[src/rtl/ldc_bank.sv]
// Bank of gated hold registers with sticky change flags and an atomic four-phase snapshot port.
// Define LDC_TRANSPARENT_EN to make Q a combinational bypass of the pending load or clear.
module ldc_bank #(
   parameter int unsigned WIDTH    = 8,
   parameter int unsigned CHANNELS = 4,
   parameter logic        INIT     = 1'b0
) (
   input  logic                        C,
   input  logic                        R,
   input  logic [CHANNELS-1:0]         CLR,
   input  logic [CHANNELS-1:0]         G,
   input  logic [CHANNELS*WIDTH-1:0]   D,
   output logic [CHANNELS*WIDTH-1:0]   Q,
   output logic [CHANNELS-1:0]         UPD,
   input  logic                        SNAP_REQ,
   output logic                        SNAP_ACK,
   output logic [CHANNELS*WIDTH-1:0]   SNAP_Q,
   output logic [CHANNELS-1:0]         SNAP_UPD
);

   localparam int unsigned N = WIDTH * CHANNELS;

   typedef enum logic [1:0] {StIdle, StCapture, StHold} state_e;

   state_e              state_q, state_d;
   logic [N-1:0]        stored_q, stored_d;
   logic [N-1:0]        snap_q_q, snap_q_d;
   logic [CHANNELS-1:0] upd_q, upd_d;
   logic [CHANNELS-1:0] snap_upd_q, snap_upd_d;
   logic [CHANNELS-1:0] changed;
   logic                ack_q, ack_d;

   always_comb begin
      stored_d = stored_q;
      changed  = '0;
      for (int i = 0; i < CHANNELS; i++) begin
         if (CLR[i]) begin
            stored_d[i*WIDTH +: WIDTH] = '0;
         end else if (G[i]) begin
            stored_d[i*WIDTH +: WIDTH] = D[i*WIDTH +: WIDTH];
         end
         changed[i] = (stored_d[i*WIDTH +: WIDTH] != stored_q[i*WIDTH +: WIDTH]);
      end
   end

   always_comb begin
      state_d    = state_q;
      snap_q_d   = snap_q_q;
      snap_upd_d = snap_upd_q;
      upd_d      = upd_q | changed;
      unique case (state_q)
         StIdle: begin
            if (SNAP_REQ) state_d = StCapture;
         end
         StCapture: begin
            // Capture pre-edge contents; a change on this very edge re-arms its flag.
            snap_q_d   = stored_q;
            snap_upd_d = upd_q;
            upd_d      = changed;
            state_d    = StHold;
         end
         StHold: begin
            if (!SNAP_REQ) state_d = StIdle;
         end
         default: state_d = StIdle;
      endcase
      ack_d = (state_d == StHold);
   end

   always_ff @(posedge C) begin
      if (R) begin
         state_q    <= StIdle;
         stored_q   <= {N{INIT}};
         snap_q_q   <= '0;
         upd_q      <= '0;
         snap_upd_q <= '0;
         ack_q      <= 1'b0;
      end else begin
         state_q    <= state_d;
         stored_q   <= stored_d;
         snap_q_q   <= snap_q_d;
         upd_q      <= upd_d;
         snap_upd_q <= snap_upd_d;
         ack_q      <= ack_d;
      end
   end

`ifdef LDC_TRANSPARENT_EN
   assign Q = stored_d;
`else
   assign Q = stored_q;
`endif
   assign UPD      = upd_q;
   assign SNAP_ACK = ack_q;
   assign SNAP_Q   = snap_q_q;
   assign SNAP_UPD = snap_upd_q;

endmodule

[config.mk]
export PLATFORM = sky130hd
export DESIGN_NAME = ldc_bank
export DESIGN_NICKNAME = d
export VERILOG_FILES = /design/src/rtl/ldc_bank.sv
export SDC_FILE = /design/constraint.sdc
export NUM_CORES = 1
export LEC_CHECK = 0
export ABC_CLOCK_PERIOD_IN_PS = 1600
export BUFFER_PORTS_ARGS = -buffer_cell sky130_fd_sc_hd__buf_4
export CORE_AREA = 2 2 96 98
export CTS_CLUSTER_SIZE = 28
export DETAILED_ROUTE_END_ITERATION = 6
export DIE_AREA = 0 0 98 100
export PLACE_DENSITY = 0.62
export SYNTH_ARGS = -nofsm -noshare
export SYNTH_HDL_FRONTEND = slang
export SYNTH_SLANG_ARGS = --single-unit
export TNS_END_PERCENT = 100
[constraint.sdc]
create_clock -name C -period 1.6 [get_ports C]
set_input_delay 0.16 -clock C [delete_from_list [all_inputs] [get_ports C]]
set_output_delay 0.16 -clock C [all_outputs]
set_load 0.02 [all_outputs]
==> out/results.ini, run 1 <==
[critical_path]
r2r_cells=3
cp.depth=3
max_stage_delay_ps=400
reg2reg_from=state_q[1]
worstReg2RegEnd=UPD[2]
crit_path_start=state_q[1]
cp.arrival_ps=1550
cp-end-kind=register
critPathSlowestCell=a222oi_1
crit_chain=nand2b_2, a222oi_1, a41oi_1
path_buf_inv=0
critPathKind=register to register
required_ps=1800
cp_max_fo=13
start_kind=register
r2r_setup_slack_ps=250
worstSetupEndpoint=UPD[2]
cpLargestDelayFamily=compound AO/OA/AOI/OAI gates

[final_layout]
regArea_um2=1501
final_common_cell=buf_4
antenna_cells=0
n_fill_cell=904
fin_nets=563
drive_gt1_share_pct=27.10
final_area_um2=4439
synthToLayoutAreaGrowth_pct=31.02
multi_input_area_um2=1614
layout_common_cells=buf_4 (121), dfxtp_1 (75), nand2_1 (74)

[yosys]
netlist_area_um2=3388
syn-num-nets=457
synthTopCellsByArea=dfxtp_1 (44%), mux2i_1 (9.7%), nand2_1 (8.2%), a21oi_1 (6.9%), nor2_1 (3.8%)
yosysUniqueCellTypes=28
ys_ff_latch=75
synthCells=414
yosys.area.top_type=dfxtp_1
ys.flop_type=dfxtp_1
synth_area_per_cell_um2=8.184
synth-warning-count=0
synth-edff-count=0
synth-seq-area-share_pct=44.31
async_flop_share_pct=0
yosysTopAreaCellShare_pct=44.31

[detailed_routing]
ant_nets=0
viasPerCell=4.939
vias=3136
drcViolationCount=0
first_pass_iters=4
drt_wl_total_um=8555
wl_per_cell_um=13.47
drt_iter0_markers=58

[clock_network]
clk_pin_slew_ps=80
clock-root-buffer=clkbuf_8
clock-sinks=75
cts_setup_buffers=0
clk_path_buf_depth=2
cts_buffers=9
hold_buffers=0
cts_tree=built
htreeDepth=3
cts_resized=0
worstSkewPairLatency_ps=340

[die]
die_h_um=100
core_um2=8890
dieArea_um2=9800
num_rows=35
ios=116
start_util_pct=38.11
die_width_um=98

[place]
gp_congestion=0.8286
hpwl_um=6127
placed_area_um2=4279
port_buffers=115

[sta]
post-route-period-util_pct=84.41
maxSlewHeadroom_pct=74.39
fin_skew_ps=10.02
max_freq_mhz=740.5
max_slew.worst_pin.slew_ps=384.2
hold_violations=0
tns_ps=0
rsz0062_at_grt=false
setup_viol=0
slew_viol_final=0
fin_crit_ps=1351

[global_routing]
grt_pass1_vias=2928
grt_max_degree=37
grt_pass1_wl_um=14210
grtUsageTotal_pct=17.59
antenna_found_initial=0
gr-total-overflow=0

[power]
powerDensity_nw_per_um2=858.8
irDropWorstVdd_mv=0.4042
leakagePower_nw=1.963

[run_status]
status=complete, no violations

[hold_path]
hold_path_class=input port to register

[flow_run]
drv_cap=0

-- registers in the layout (all words and copies together), names as in the netlist --
| name | cells |
|---|---|
| Q | 32 |
| SNAP_Q | 32 |
| state_q | 2 |
| SNAP_UPD | 4 |
| SNAP_ACK | 1 |
| UPD | 4 |
-- cells in the mapped netlist (6+ instances only) --
| cell type | number |
|---|---|
| dfxtp_1 | 75 |
| clkbuf_1 | 8 |
| buf_4 | 8 |
| buf_2 | 7 |
| inv_1 | 31 |
| nand2b_1 | 9 |
| nor2_1 | 34 |
| mux2i_1 | 33 |
| nand2_1 | 74 |
| o2111a_1 | 6 |
| nor2b_1 | 19 |
| o22ai_1 | 9 |
| o21ai_0 | 24 |
| a21oi_1 | 47 |
-- worst reg2reg max path, delay by kind of cell, from the launching register on --
kind | cells | cell delay, ps
AOI/OAI and AO/OA | 2 | 560
DFF | 1 | 330
and+or+nand+nor | 1 | 320
-- through the flow --
| step | power [mW] | hold slack [ps] | setup slack (ps) | utilization, % | instances |
|---|---|---|---|---|---|
| floorplan | 2.373 | 307.2 | 333.8 | - | 414 |
| global placement | 2.605 | 404.4 | 273.4 | 48.14 | 620 |
| detailed placement | 2.611 | 416.0 | 265.0 | 48.14 | 620 |
| CTS | 3.857 | 49.63 | 245.2 | 49.94 | 635 |
| global route | 4.027 | 63.26 | 179.6 | 49.94 | 635 |
| finish | 3.812 | 67.56 | 249.5 | 49.94 | 635 |
-- cell type report --
type | count | share of cell area, %
multi-input cells | 282 | 36.36
flip-flops and latches | 75 | 33.82
repair buffers | 121 | 20.46
clock buffers | 12 | 3.269
well taps | 111 | 3.129
inverters | 31 | 2.621
clock inverters | 3 | 0.3382
-- worst min-delay path by stage --
stage / from / end / slack, ps / cells past startpoint
floorplan: D[0] / Q[0] / 310 / 2
global placement: D[15] / Q[15] / 400 / 3
detailed placement: D[15] / Q[15] / 420 / 3
CTS: D[15] / Q[15] / 50 / 3
global route: D[18] / Q[18] / 60 / 3
finish: D[15] / Q[15] / 70 / 3
-- metal layers --
layer / vias to the layer above / global-route usage (%) / routed length (um)
met5: - / 0 / 0
met4: 0 / 4.915 / 86
met3: 9 / 4.735 / 516
met2: 81 / 26.29 / 3800
met1: 1446 / 25.07 / 4152
li1: 1600 / - / -
-- logic make-up (layout without fill, tap and decap cells) --
| logic type | after synthesis | count (layout) | share of synthesized area (%) |
|---|---|---|---|
| simple gates | 146 | 146 | 19.35 |
| buf+inv | 57 | 167 | 8.124 |
| flops | 75 | 75 | 44.31 |
| mux | 33 | 33 | 9.749 |
| compound gates | 103 | 103 | 18.46 |
-- where the power goes --
part / total [mW] / internal [mW] / switching, mW
clock: 1.25 / 0.591 / 0.657
sequential: 1.98 / 1.92 / 0.0581
combinational: 0.584 / 0.271 / 0.313
Power figures use the tool's default switching activity.
==> inputs of run 2 (changes only) <==
ABC_CLOCK_PERIOD_IN_PS = 1200   (was 1600)
PLACE_DENSITY = 0.65   (was 0.62)
clock period = 1.2 ns   (was 1.6 ns; I/O delays follow)
==> run 2 against run 1 <==
Against the previous run:
- combinational power grew 53%
- non-clock buffer count is 32 higher
- clock power rose by 100%
- cell area is 9.0% higher
- largest cell class unchanged
==> out/results.ini, run 2 (synthesis gave the netlist of run 1 again) <==
[critical_path]
start_kind=register
critPathKind=register to register
cp_max_fo=2
cp-end-kind=register
critPathSlowestCell=dfxtp_2
required_ps=1400
path_buf_inv=0
cp.arrival_ps=1390
crit_chain=nand2b_4, o2111ai_2, a222oi_1, a41oi_1
cpLargestDelayFamily=compound AO/OA/AOI/OAI gates
max_stage_delay_ps=340

[clock_network]
clk_path_buf_depth=2
clock-sinks=75
worstSkewPairLatency_ps=340
clock-root-buffer=clkbuf_8
cts_tree=built
htreeDepth=3
cts_buffers=9
clk_pin_slew_ps=80

[global_routing]
antenna_found_initial=0
grtUsageTotal_pct=18.84
gr-total-overflow=0
grt_pass1_wl_um=15130
grt_pass1_vias=3139
grt_max_degree=20

[place]
dpl.cell_count=651
gp_congestion=0.8422
placed_area_um2=4518
hpwl_um=6814
dp_slack_ps=-28.54
port_buffers=115

[final_layout]
final-instance-count-excl-fill=667
n_fill_cell=823
drive_gt1_share_pct=33.63
synthToLayoutAreaGrowth_pct=42.84
fin_nets=595
final_area_um2=4840
antenna_cells=0
final_common_cell=buf_4
layout_common_cells=buf_4 (149), nand2_1 (74), dfxtp_1 (68)
utilization_pct=54.44

[sta]
tns_ps=0
hold_violations=0
hold_slack_ps=29.56
setup_viol=0
maxSlewHeadroom_pct=73.46
rsz0062_at_grt=true
slew_viol_final=0
max_freq_mhz=840.1
fin_skew_ps=9.681
post-route-period-util_pct=99.19
worst_slack_ps=9.730
max_slew.worst_pin.slew_ps=393.1
fin_crit_ps=1190

[die]
die_width_um=98
start_util_pct=38.11
ios=116
die_h_um=100
dieArea_um2=9800
num_rows=35
core_um2=8890

[detailed_routing]
vias=3298
drt_wl_total_um=9143
viasPerCell=4.945
first_pass_iters=7
drcViolationCount=0
ant_nets=0
wl_per_cell_um=13.71
drt_iter0_markers=77

[power]
swShare_pct=23.26
switchingPower_mw=1.401
irDropWorstVdd_mv=0.5837
clkPwrFrac_pct=41.7
comb_power_share_pct=14.8
leakagePower_nw=2.191
powerDensity_nw_per_um2=1245
power_mw=6.025
p_int_mw=4.623
power_frac_seq_pct=43.5

[run_status]
status=complete, no violations

[hold_path]
hold_path_class=input port to register

[flow_run]
drv_cap=0

run 2: changes by cell type in the layout (fill, tap and decap cells not counted), moves of 2 or more:
cell,delta
clkbuf_1,-2
nand2b_1,-3
bufinv_16,+4
nand2b_4,+4
dfxtp_2,+7
dfxtp_1,-7
clkinv_2,-2
buf_4,+28
buf_6,+4
run 2: power by group through the flow:
| stage | sequential [mW] | combinational (mW) | clock, mW |
|---|---|---|---|
| finish | 2.62 | 0.891 | 2.51 |
| global route | 2.63 | 0.976 | 2.72 |
| CTS | 2.62 | 0.877 | 2.58 |
| detailed placement | 2.68 | 0.872 | 0 |
| global placement | 2.68 | 0.858 | 0 |
| floorplan | 2.76 | 0.402 | 0 |
run 2: area by class of cell:
class | instances | area [um2] | area share (%)
flip-flops and latches | 75 | 1510 | 31.20
repair buffers | 153 | 1164 | 24.04
clock inverters | 5 | 125.1 | 2.585
inverters | 31 | 116.4 | 2.404
multi-input cells | 282 | 1648 | 34.05
clock buffers | 10 | 137.6 | 2.844
well taps | 111 | 138.9 | 2.870
run 2: metal layers:
metal	up-vias	global-route usage [%]	wire length (um)
met2	93	28.50	4066
li1	1662	-	-
met1	1531	25.58	4346
met4	0	7.265	123
met3	12	5.362	606
met5	-	0	0
run 2: path summary, 6_finish.rpt:
path | startpoint | end | slack [ps] | cells after the start
max | Q[22] | UPD[2] | 10 | 4
min | D[18] | Q[18] | 30 | 3
max reg2reg | Q[22] | UPD[2] | 10 | 4
min reg2reg | SNAP_UPD[3] | SNAP_UPD[3] | 450 | 2
run 2: worst min-delay path: stages:
cell and delay, ps:
buf_4 80, mux2i_1 60, nor2_1 70
run 2: repair_timing:
| item | in CTS | in global routing |
|---|---|---|
| setup endpoints to repair | 2 | 13 |
| resized for setup | 1 | 11 |
| hold buffers | 0 | 0 |
| buffers inserted | 0 | 1 |
| cloned | 0 | 0 |
| pin swaps | 2 | 4 |
==> inputs of run 3 (changes only) <==
ABC_CLOCK_PERIOD_IN_PS = 1050   (was 1200)
SLEW_MARGIN = 20   (was not set)
clock period = 1.05 ns   (was 1.2 ns; I/O delays follow)
==> run 3 against run 2 <==
Against the previous run:
- the run now ends with setup timing left
- wire length up 13%
- total power increased by 15%
- clock power about the same
- sequential power is 14% higher
- die area unchanged
- non-clock buffer count up 45
- via count is 7.4% higher
- sequential share of layout area fell by 4.4 points
- highest routed layer unchanged
- core utilization grew 12 points
- largest cell class unchanged
- sequential cell count is the same
- clock-buffer cell count grew 2
- cell area rose by 22%
==> out/results.ini, run 3 (synthesis gave the netlist of run 1 again) <==
[die]
die_h_um=100
dieArea_um2=9800
num_rows=35
core_um2=8890
start_util_pct=38.11
die_width_um=98
ios=116

[detailed_routing]
viasPerCell=4.968
first_pass_iters=4
ant_nets=0
wl_per_cell_um=14.50
drt_wl_total_um=10340
vias=3542
drcViolationCount=0
drt_iter0_markers=76

[global_routing]
grt_pass1_wl_um=15700
grtUsageTotal_pct=19.64
gr-total-overflow=0
grt_max_degree=21
grt_pass1_vias=3302
antenna_found_initial=0

[final_layout]
layout_common_cells=buf_4 (129), buf_6 (56), nand2_1 (42)
antenna_cells=0
final_common_cell=buf_4
drive_gt1_share_pct=53.32
synthToLayoutAreaGrowth_pct=73.74
fin_nets=640
final-instance-count-excl-fill=713

[sta]
max_freq_mhz=829.0
fin_crit_ps=1206
max_slew.worst_pin.slew_ps=319.4
worst_slack_ps=-156.3
fin_skew_ps=8.568
hold_slack_ps=8.266
rsz0062_at_grt=true
setup_viol=41
post-route-period-util_pct=114.9
hold_violations=0
slew_viol_final=0
maxSlewHeadroom_pct=78.37

[clock_network]
cts_tree=built
cts_buffers=9
clock-sinks=75
htreeDepth=3
clk_path_buf_depth=2
clock-root-buffer=clkbuf_8
clk_pin_slew_ps=80
worstSkewPairLatency_ps=340

[hold_path]
hold_path_class=input port to register

[critical_path]
start_kind=register
required_ps=1330
critPathSlowestCell=dfxtp_2
cp_max_fo=5
cp-end-kind=register
max_stage_delay_ps=330
crit_top_cell=buf_6
cp.arrival_ps=1480
crit_chain=buf_6, nor2b_4, buf_6, buf_6, buf_8, nand2_1, a21oi_1
critPathKind=register to register

[power]
irDropWorstVdd_mv=0.8472
leakagePower_nw=2.845
powerDensity_nw_per_um2=1173

[run_status]
violations=setup timing
status=finished, violations left

[place]
dpl.cell_count=669
gp_congestion=0.8433
port_buffers=115
hpwl_um=6902

[flow_run]
drv_cap=0

[run 3: worst paths after layout]
kind	slack (ps)	start	to	cells past startpoint
worst max-delay path	-160	state_q[1]	SNAP_Q[22]	7
worst min-delay path	8	D[28]	Q[28]	3
worst max register to register	-160	state_q[1]	SNAP_Q[22]	7
worst min register to register	460	SNAP_Q[6]	SNAP_Q[6]	2
[run 3: layer usage]
layer	vias to the layer above	GRT usage, %	part of all wire, %
li1	1769	-	-
met1	1674	26.32	45
met2	85	31.40	48
met3	14	4.666	5.6
met4	0	6.410	1.4
met5	-	0	0
[run 3: critical path: cells and delay by family, from the launching register on]
kind                   cells  cell delay, ps
DFF                        1             330
AOI/OAI and AO/OA          1             110
buffers and inverters      4             500
and+or+nand+nor            2             200
[run 3: cell type report]
class                   count  area, um2
clock inverters             4      72.57
repair buffers            198       1844
multi-input cells         282       1982
well taps                 111      138.9
inverters                  31      116.4
clock buffers              12      155.1
flip-flops and latches     75       1578
fillers                   751       3003
[run 3: what timing repair did]
| action | CTS | global route |
|---|---|---|
| buffers inserted | 13 | 13 |
| hold buffers | 2 | 0 |
| hold endpoints to repair | 2 | 0 |
| setup endpoints to repair | 69 | 63 |
| gates resized for setup | 82 | 103 |
| gates cloned | 5 | 1 |
| pin swaps | 6 | 57 |
[run 3: report_power, final]
| group | switching (mW) | internal (mW) | total (mW) |
|---|---|---|---|
| Sequential | 0.0804 | 2.91 | 2.99 |
| Clock | 1.05 | 1.47 | 2.52 |
| Combinational | 0.669 | 0.729 | 1.40 |
[run 3: per-stage QoR]
| step | worst slack (ps) | area, um2 | util (%) | power (mW) | TNS (ps) |
|---|---|---|---|---|---|
| 5_1_grt | -234.4 | 5887 | 66.22 | 7.215 | -5473 |
| 4_1_cts | -113.5 | 5435 | 61.14 | 6.819 | -2216 |
| 3_5_place_dp | -108.4 | 4732 | 53.23 | 4.106 | -782.8 |
| 2_1_floorplan | -63.23 | 3451 | - | 3.606 | -117.9 |
| 3_3_place_gp | -40.56 | 4732 | 53.23 | 4.093 | -116.1 |
| 6_report | -156.3 | 5887 | 66.22 | 6.907 | -2995 |
